$ cat src/rtl/wb_arbiter_2m1s.sv
// Two-master / one-slave Wishbone arbiter: the instruction cache (m0) and the data cache (m1)
// share unified memory. The grant is registered, the request path is a combinational mux, and
// responses are routed back to the granted master only.
module wb_arbiter_2m1s #(
    parameter int DW  = 32,
    parameter int AW  = 32,
    parameter int BLW = 10
) (
    input  logic           clk,
    input  logic           reset,

    input  logic [DW-1:0]  m0_wbd_dat_i,
    input  logic [AW-1:0]  m0_wbd_adr_i,
    input  logic [3:0]     m0_wbd_sel_i,
    input  logic           m0_wbd_we_i,
    input  logic           m0_wbd_cyc_i,
    input  logic           m0_wbd_stb_i,
    output logic [DW-1:0]  m0_wbd_dat_o,
    output logic           m0_wbd_ack_o,
    output logic           m0_wbd_lack_o,
    output logic           m0_wbd_err_o,

    input  logic [DW-1:0]  m1_wbd_dat_i,
    input  logic [AW-1:0]  m1_wbd_adr_i,
    input  logic [3:0]     m1_wbd_sel_i,
    input  logic           m1_wbd_we_i,
    input  logic           m1_wbd_cyc_i,
    input  logic           m1_wbd_stb_i,
    input  logic [BLW-1:0] m1_wbd_bl_i,
    input  logic           m1_wbd_bry_i,
    output logic [DW-1:0]  m1_wbd_dat_o,
    output logic           m1_wbd_ack_o,
    output logic           m1_wbd_lack_o,
    output logic           m1_wbd_err_o,

    input  logic [DW-1:0]  s_wbd_dat_i,
    input  logic           s_wbd_ack_i,
    input  logic           s_wbd_lack_i,
    output logic [DW-1:0]  s_wbd_dat_o,
    output logic [AW-1:0]  s_wbd_adr_o,
    output logic [3:0]     s_wbd_sel_o,
    output logic           s_wbd_we_o,
    output logic           s_wbd_cyc_o,
    output logic           s_wbd_stb_o,
    output logic [BLW-1:0] s_wbd_bl_o,
    output logic           s_wbd_bry_o
);

    // state     | meaning
    // GNT_NONE  | slave idle, no master owns the bus
    // GNT_M0    | instruction-cache port owns the slave
    // GNT_M1    | data-cache port owns the slave
    localparam logic [1:0] GNT_NONE = 2'b00;
    localparam logic [1:0] GNT_M0   = 2'b01;
    localparam logic [1:0] GNT_M1   = 2'b10;

    logic [1:0] gnt_q;
    logic [1:0] gnt_d;
    logic       last_m1_q;   // 1 when m1 was served most recently; decides ties from idle

    always_comb begin
        gnt_d = gnt_q;
        case (gnt_q)
            GNT_NONE: begin
                if (m0_wbd_cyc_i && m1_wbd_cyc_i)
                    gnt_d = last_m1_q ? GNT_M0 : GNT_M1;
                else if (m0_wbd_cyc_i)
                    gnt_d = GNT_M0;
                else if (m1_wbd_cyc_i)
                    gnt_d = GNT_M1;
                else
                    gnt_d = GNT_NONE;
            end
            GNT_M0: begin
                if (!m0_wbd_cyc_i)
                    gnt_d = m1_wbd_cyc_i ? GNT_M1 : GNT_NONE;
            end
            GNT_M1: begin
                if (!m1_wbd_cyc_i)
                    gnt_d = m0_wbd_cyc_i ? GNT_M0 : GNT_NONE;
            end
            default: gnt_d = GNT_NONE;
        endcase
    end

    always_ff @(posedge clk or posedge reset) begin
        if (reset) begin
            gnt_q     <= GNT_NONE;
            last_m1_q <= 1'b0;
        end else begin
            gnt_q <= gnt_d;
            if (gnt_d == GNT_M1)
                last_m1_q <= 1'b1;
            else if (gnt_d == GNT_M0)
                last_m1_q <= 1'b0;
        end
    end

    // Request mux; the instruction port never bursts, so it presents a single-beat, always-ready burst.
    always_comb begin
        s_wbd_dat_o = '0;
        s_wbd_adr_o = '0;
        s_wbd_sel_o = '0;
        s_wbd_we_o  = 1'b0;
        s_wbd_cyc_o = 1'b0;
        s_wbd_stb_o = 1'b0;
        s_wbd_bl_o  = '0;
        s_wbd_bry_o = 1'b0;
        case (gnt_q)
            GNT_M0: begin
                s_wbd_dat_o = m0_wbd_dat_i;
                s_wbd_adr_o = m0_wbd_adr_i;
                s_wbd_sel_o = m0_wbd_sel_i;
                s_wbd_we_o  = m0_wbd_we_i;
                s_wbd_cyc_o = m0_wbd_cyc_i;
                s_wbd_stb_o = m0_wbd_stb_i;
                s_wbd_bl_o  = BLW'(1);
                s_wbd_bry_o = 1'b1;
            end
            GNT_M1: begin
                s_wbd_dat_o = m1_wbd_dat_i;
                s_wbd_adr_o = m1_wbd_adr_i;
                s_wbd_sel_o = m1_wbd_sel_i;
                s_wbd_we_o  = m1_wbd_we_i;
                s_wbd_cyc_o = m1_wbd_cyc_i;
                s_wbd_stb_o = m1_wbd_stb_i;
                s_wbd_bl_o  = m1_wbd_bl_i;
                s_wbd_bry_o = m1_wbd_bry_i;
            end
            default: ;
        endcase
    end

    // Read data is broadcast; only the per-master ack qualifies it.
    assign m0_wbd_dat_o  = s_wbd_dat_i;
    assign m1_wbd_dat_o  = s_wbd_dat_i;
    assign m0_wbd_ack_o  = s_wbd_ack_i  && (gnt_q == GNT_M0);
    assign m0_wbd_lack_o = s_wbd_lack_i && (gnt_q == GNT_M0);
    assign m1_wbd_ack_o  = s_wbd_ack_i  && (gnt_q == GNT_M1);
    assign m1_wbd_lack_o = s_wbd_lack_i && (gnt_q == GNT_M1);
    assign m0_wbd_err_o  = 1'b0;
    assign m1_wbd_err_o  = 1'b0;

endmodule

$ cat config.mk
export PLATFORM = sky130hd
export DESIGN_NAME = wb_arbiter_2m1s
export DESIGN_NICKNAME = d
export VERILOG_FILES = /design/src/rtl/wb_arbiter_2m1s.sv
export SDC_FILE = /design/constraint.sdc
export NUM_CORES = 1
export LEC_CHECK = 0
export CELL_PAD_IN_SITES_DETAIL_PLACEMENT = 0
export CELL_PAD_IN_SITES_GLOBAL_PLACEMENT = 1
export CORE_AREA = 2 2 134 136
export DETAILED_ROUTE_END_ITERATION = 12
export DIE_AREA = 0 0 136 138
export PLACE_DENSITY = 0.83
export SETUP_SLACK_MARGIN = 0.15
export SYNTH_ARGS = -nofsm -noshare
export SYNTH_HDL_FRONTEND = slang
export SYNTH_SLANG_ARGS = --single-unit
$ cat constraint.sdc
create_clock -name clk -period 3.4 [get_ports clk]
set_clock_uncertainty 0.05 [all_clocks]
set_input_delay 1.02 -clock clk [delete_from_list [all_inputs] [get_ports clk]]
set_output_delay 1.02 -clock clk [all_outputs]
set_load 0.01 [all_outputs]
==> run_results.csv <==
group,metric,value,unit
floorplan,num_io_pins,341,
floorplan,core_area,17530,µm²
timing,timing.final.crit_share,0.9427,
synth,avgSynthCellArea,7.068,µm²
setup_path,regToRegSetupSlack,1.17,ns
global_route,grt_pass1_vias,2503,
timing,rsz0062_at_grt,"false",
job,max_cap_violations,0,
setup_path,critPathMaxFanout,2,
synth,ys_types,22,
synth,synth_top_cells_by_count,"nor2b_1 (74), a22oi_1 (72), buf_4 (68), clkbuf_1 (16), and2_1 (13)",
placement,port_buffers,242,
timing,setup-tns-final,0,ns
power,p_leak,1.771,nW
synth,yosys.area.top_type,"a22oi_1",
timing,finalHoldViolCount,0,
timing,max_clock_freq,312.0,MHz
synth,syn_area,1972,µm²
setup_path,worstReg2RegEnd,"last_m1_q$_DFFE_PP0P_",
timing,setup_violations,0,
clocking,clk_path_buf_depth,2,
timing,setup_slack,0.1949,ns
clocking,cts_buffers,3,
timing,finalCriticalPeriod,3.205,ns
placement,gp_congestion,0.7216,
setup_path,critPathKind,"in2out",
routing,drtIter0Drc,107,
routing,ant_nets,0,
routing,wl,9092,µm
clocking,cts_setup_buffers,0,
routing,viasPerCell,3.793,
timing,maxSlewViolCount,0,
setup_path,reg2regPathDepth,7,
setup_path,worstReg2RegStart,"gnt_q[1]$_DFF_PP0_",
synth,synth_ff_type,"dfrtp_1",
synth,seq_area_frac_synth,0.03807,
placement,dp_slack,-0.1007,ns
floorplan,die_w,136,µm
placement,hpwl,7344,µm
synth,synth_top_area_share,0.2741,
global_route,grt_pass1_wl,13390,µm
routing,wl_per_cell,13.57,µm
power,max-vdd-ir-drop,0.4132,mV
status,status,"completed",
synth,yosys-top-cells-area,"a22oi_1 (27%), buf_4 (26%), nor2b_1 (23%)",
final_layout,antenna_cells,0,
final_layout,nets,637,
floorplan,rows,49,
clocking,h-tree-depth,1,
setup_path,crit_end,"m1_wbd_lack_o",
clocking,cts_tree,"yes",
global_route,grt_overflow,0,
setup_path,startpoint,"s_wbd_lack_i",
setup_path,start_kind,"input port",
routing,drt-pass1-iter-count,4,
setup_path,crit_arrival,2.14,ns
global_route,antenna_found_initial,0,
floorplan,die-height,138,µm
min_path,hold_class,"reg2reg",
final_layout,post-route-util,0.2385,
synth,syn_inst,279,
floorplan,die_area,18770,µm²
final_layout,drive_gt1_frac,0.03855,
power,p_total,2.531,mW
clocking,clkLatencyLatePin,0.23,ns
global_route,grt_max_degree,60,
power,powerDensity,605.2,nW/µm²
synth,synth-async-reset-ratio,1.000,
routing,drc,0,
clocking,cts_num_sinks,3,
final_layout,nFillCells,1952,
synth,synth_seq_cells,3,
synth,yosysMostFrequentCell,"nor2b_1",
clocking,clkTransAtPathRegs,0.03,ns
final_layout,area_growth,112.1,%
setup_path,cp-end-kind,"primary output",
setup_path,critPathRequiredTime,2.33,ns
synth,synth_warnings,0,
clocking,cts_root_buffer,"clkbuf_16",
floorplan,start_util,0.1125,
global_route,track_usage,0.08785,
synth,synth_edf_count,0,
routing,via_count,2541,
[cells in the final DEF (no fill, tap or decap)]
cell               n
clkdlybuf4s50_1  165
nor2b_1           73
dlygate4sd2_1     73
a22oi_1           71
and2_1            13
buf_12             5
inv_1              4
dlymetal6s2s_1     4
ha_2               3
ha_1               3
clkbuf_16          3
dfrtp_1            3
buf_4              3
o21ai_0            2
a21oi_1            2
nand3_1            2
conb_1             2
a21boi_0           1
o22ai_1            1
nand2b_1           1
nand2_1            1
a31oi_1            1
a311oi_1           1
a22oi_2            1
nor2b_2            1
mux2_2             1
clkbuf_1           1
[power breakdown]
group	total, mW	internal [mW]	leakage (nW)	switching, mW
clock	0.189	0.155	0.0382	0.0341
combinational	2.27	1.18	1.69	1.09
sequential	0.0726	0.0521	0.0388	0.0205
[stage by stage]
step	instances	area (µm²)	hold slack (ns)
4_1_cts	670	4167	0.5129
2_1_floorplan	280	1976	0.4475
6_report	670	4182	0.5135
3_3_place_gp	666	4177	0.4797
5_1_grt	670	4182	0.5489
3_5_place_dp	666	4177	0.5061
[per-layer routing]
| layer | global-route usage | vias up | routed length [µm] |
|---|---|---|---|
| li1 | - | 1221 | - |
| met1 | 0.09168 | 1131 | 3242 |
| met2 | 0.1634 | 167 | 4443 |
| met3 | 0.03080 | 22 | 1171 |
| met4 | 0.02522 | 0 | 235 |
| met5 | 0 | - | 0 |
[state kept, by name, summed over array words and instances, names as in the netlist]
signal     cells
gnt_q          2
last_m1_q      1
[area by class of cell]
| class | instances | area (µm²) | share of cell area |
|---|---|---|---|
| Timing Repair Buffer | 250 | 2464 | 0.5892 |
| Multi-Input combinational cell | 180 | 1262 | 0.3019 |
| Tap cell | 229 | 286.5 | 0.06852 |
| Clock buffer | 4 | 78.83 | 0.01885 |
| Sequential cell | 3 | 75.07 | 0.01795 |
| Inverter | 4 | 15.01 | 0.003591 |
[logic make-up (layout without fill, tap and decap cells)]
kind of cell	count (synthesis)	in the layout	share of synthesized area
compound gates	80	80	0.2989
fa+ha+maj	6	6	0.03807
buf+inv	97	258	0.3312
flops	3	3	0.03807
mux	1	1	0.005710
other cells	1	2	0.001902
simple gates	91	91	0.2862
[how the worst min path moves through the flow]
stage	start	end	slack, ns	depth (start not counted)
4_1_cts	last_m1_q$_DFFE_PP0P_	last_m1_q$_DFFE_PP0P_	0.51	1
2_1_floorplan	last_m1_q$_DFFE_PP0P_	last_m1_q$_DFFE_PP0P_	0.45	1
3_3_place_gp	last_m1_q$_DFFE_PP0P_	last_m1_q$_DFFE_PP0P_	0.48	1
3_5_place_dp	last_m1_q$_DFFE_PP0P_	last_m1_q$_DFFE_PP0P_	0.51	1
5_1_grt	last_m1_q$_DFFE_PP0P_	last_m1_q$_DFFE_PP0P_	0.55	1
6_report	last_m1_q$_DFFE_PP0P_	last_m1_q$_DFFE_PP0P_	0.51	1
[worst max-delay path: stages]
cell	delay (ns)
clkdlybuf4s50_1	0.47
and2_1	0.12
clkdlybuf4s50_1	0.53
[timing repair]
item                                    CTS  global route
endpoints found under the hold margin     0             0
hold buffers                              0             0
pin swaps                                 0             0
endpoints found under the setup margin   73             5
resized for setup                        74             5
Power figures use the tool's default switching activity.
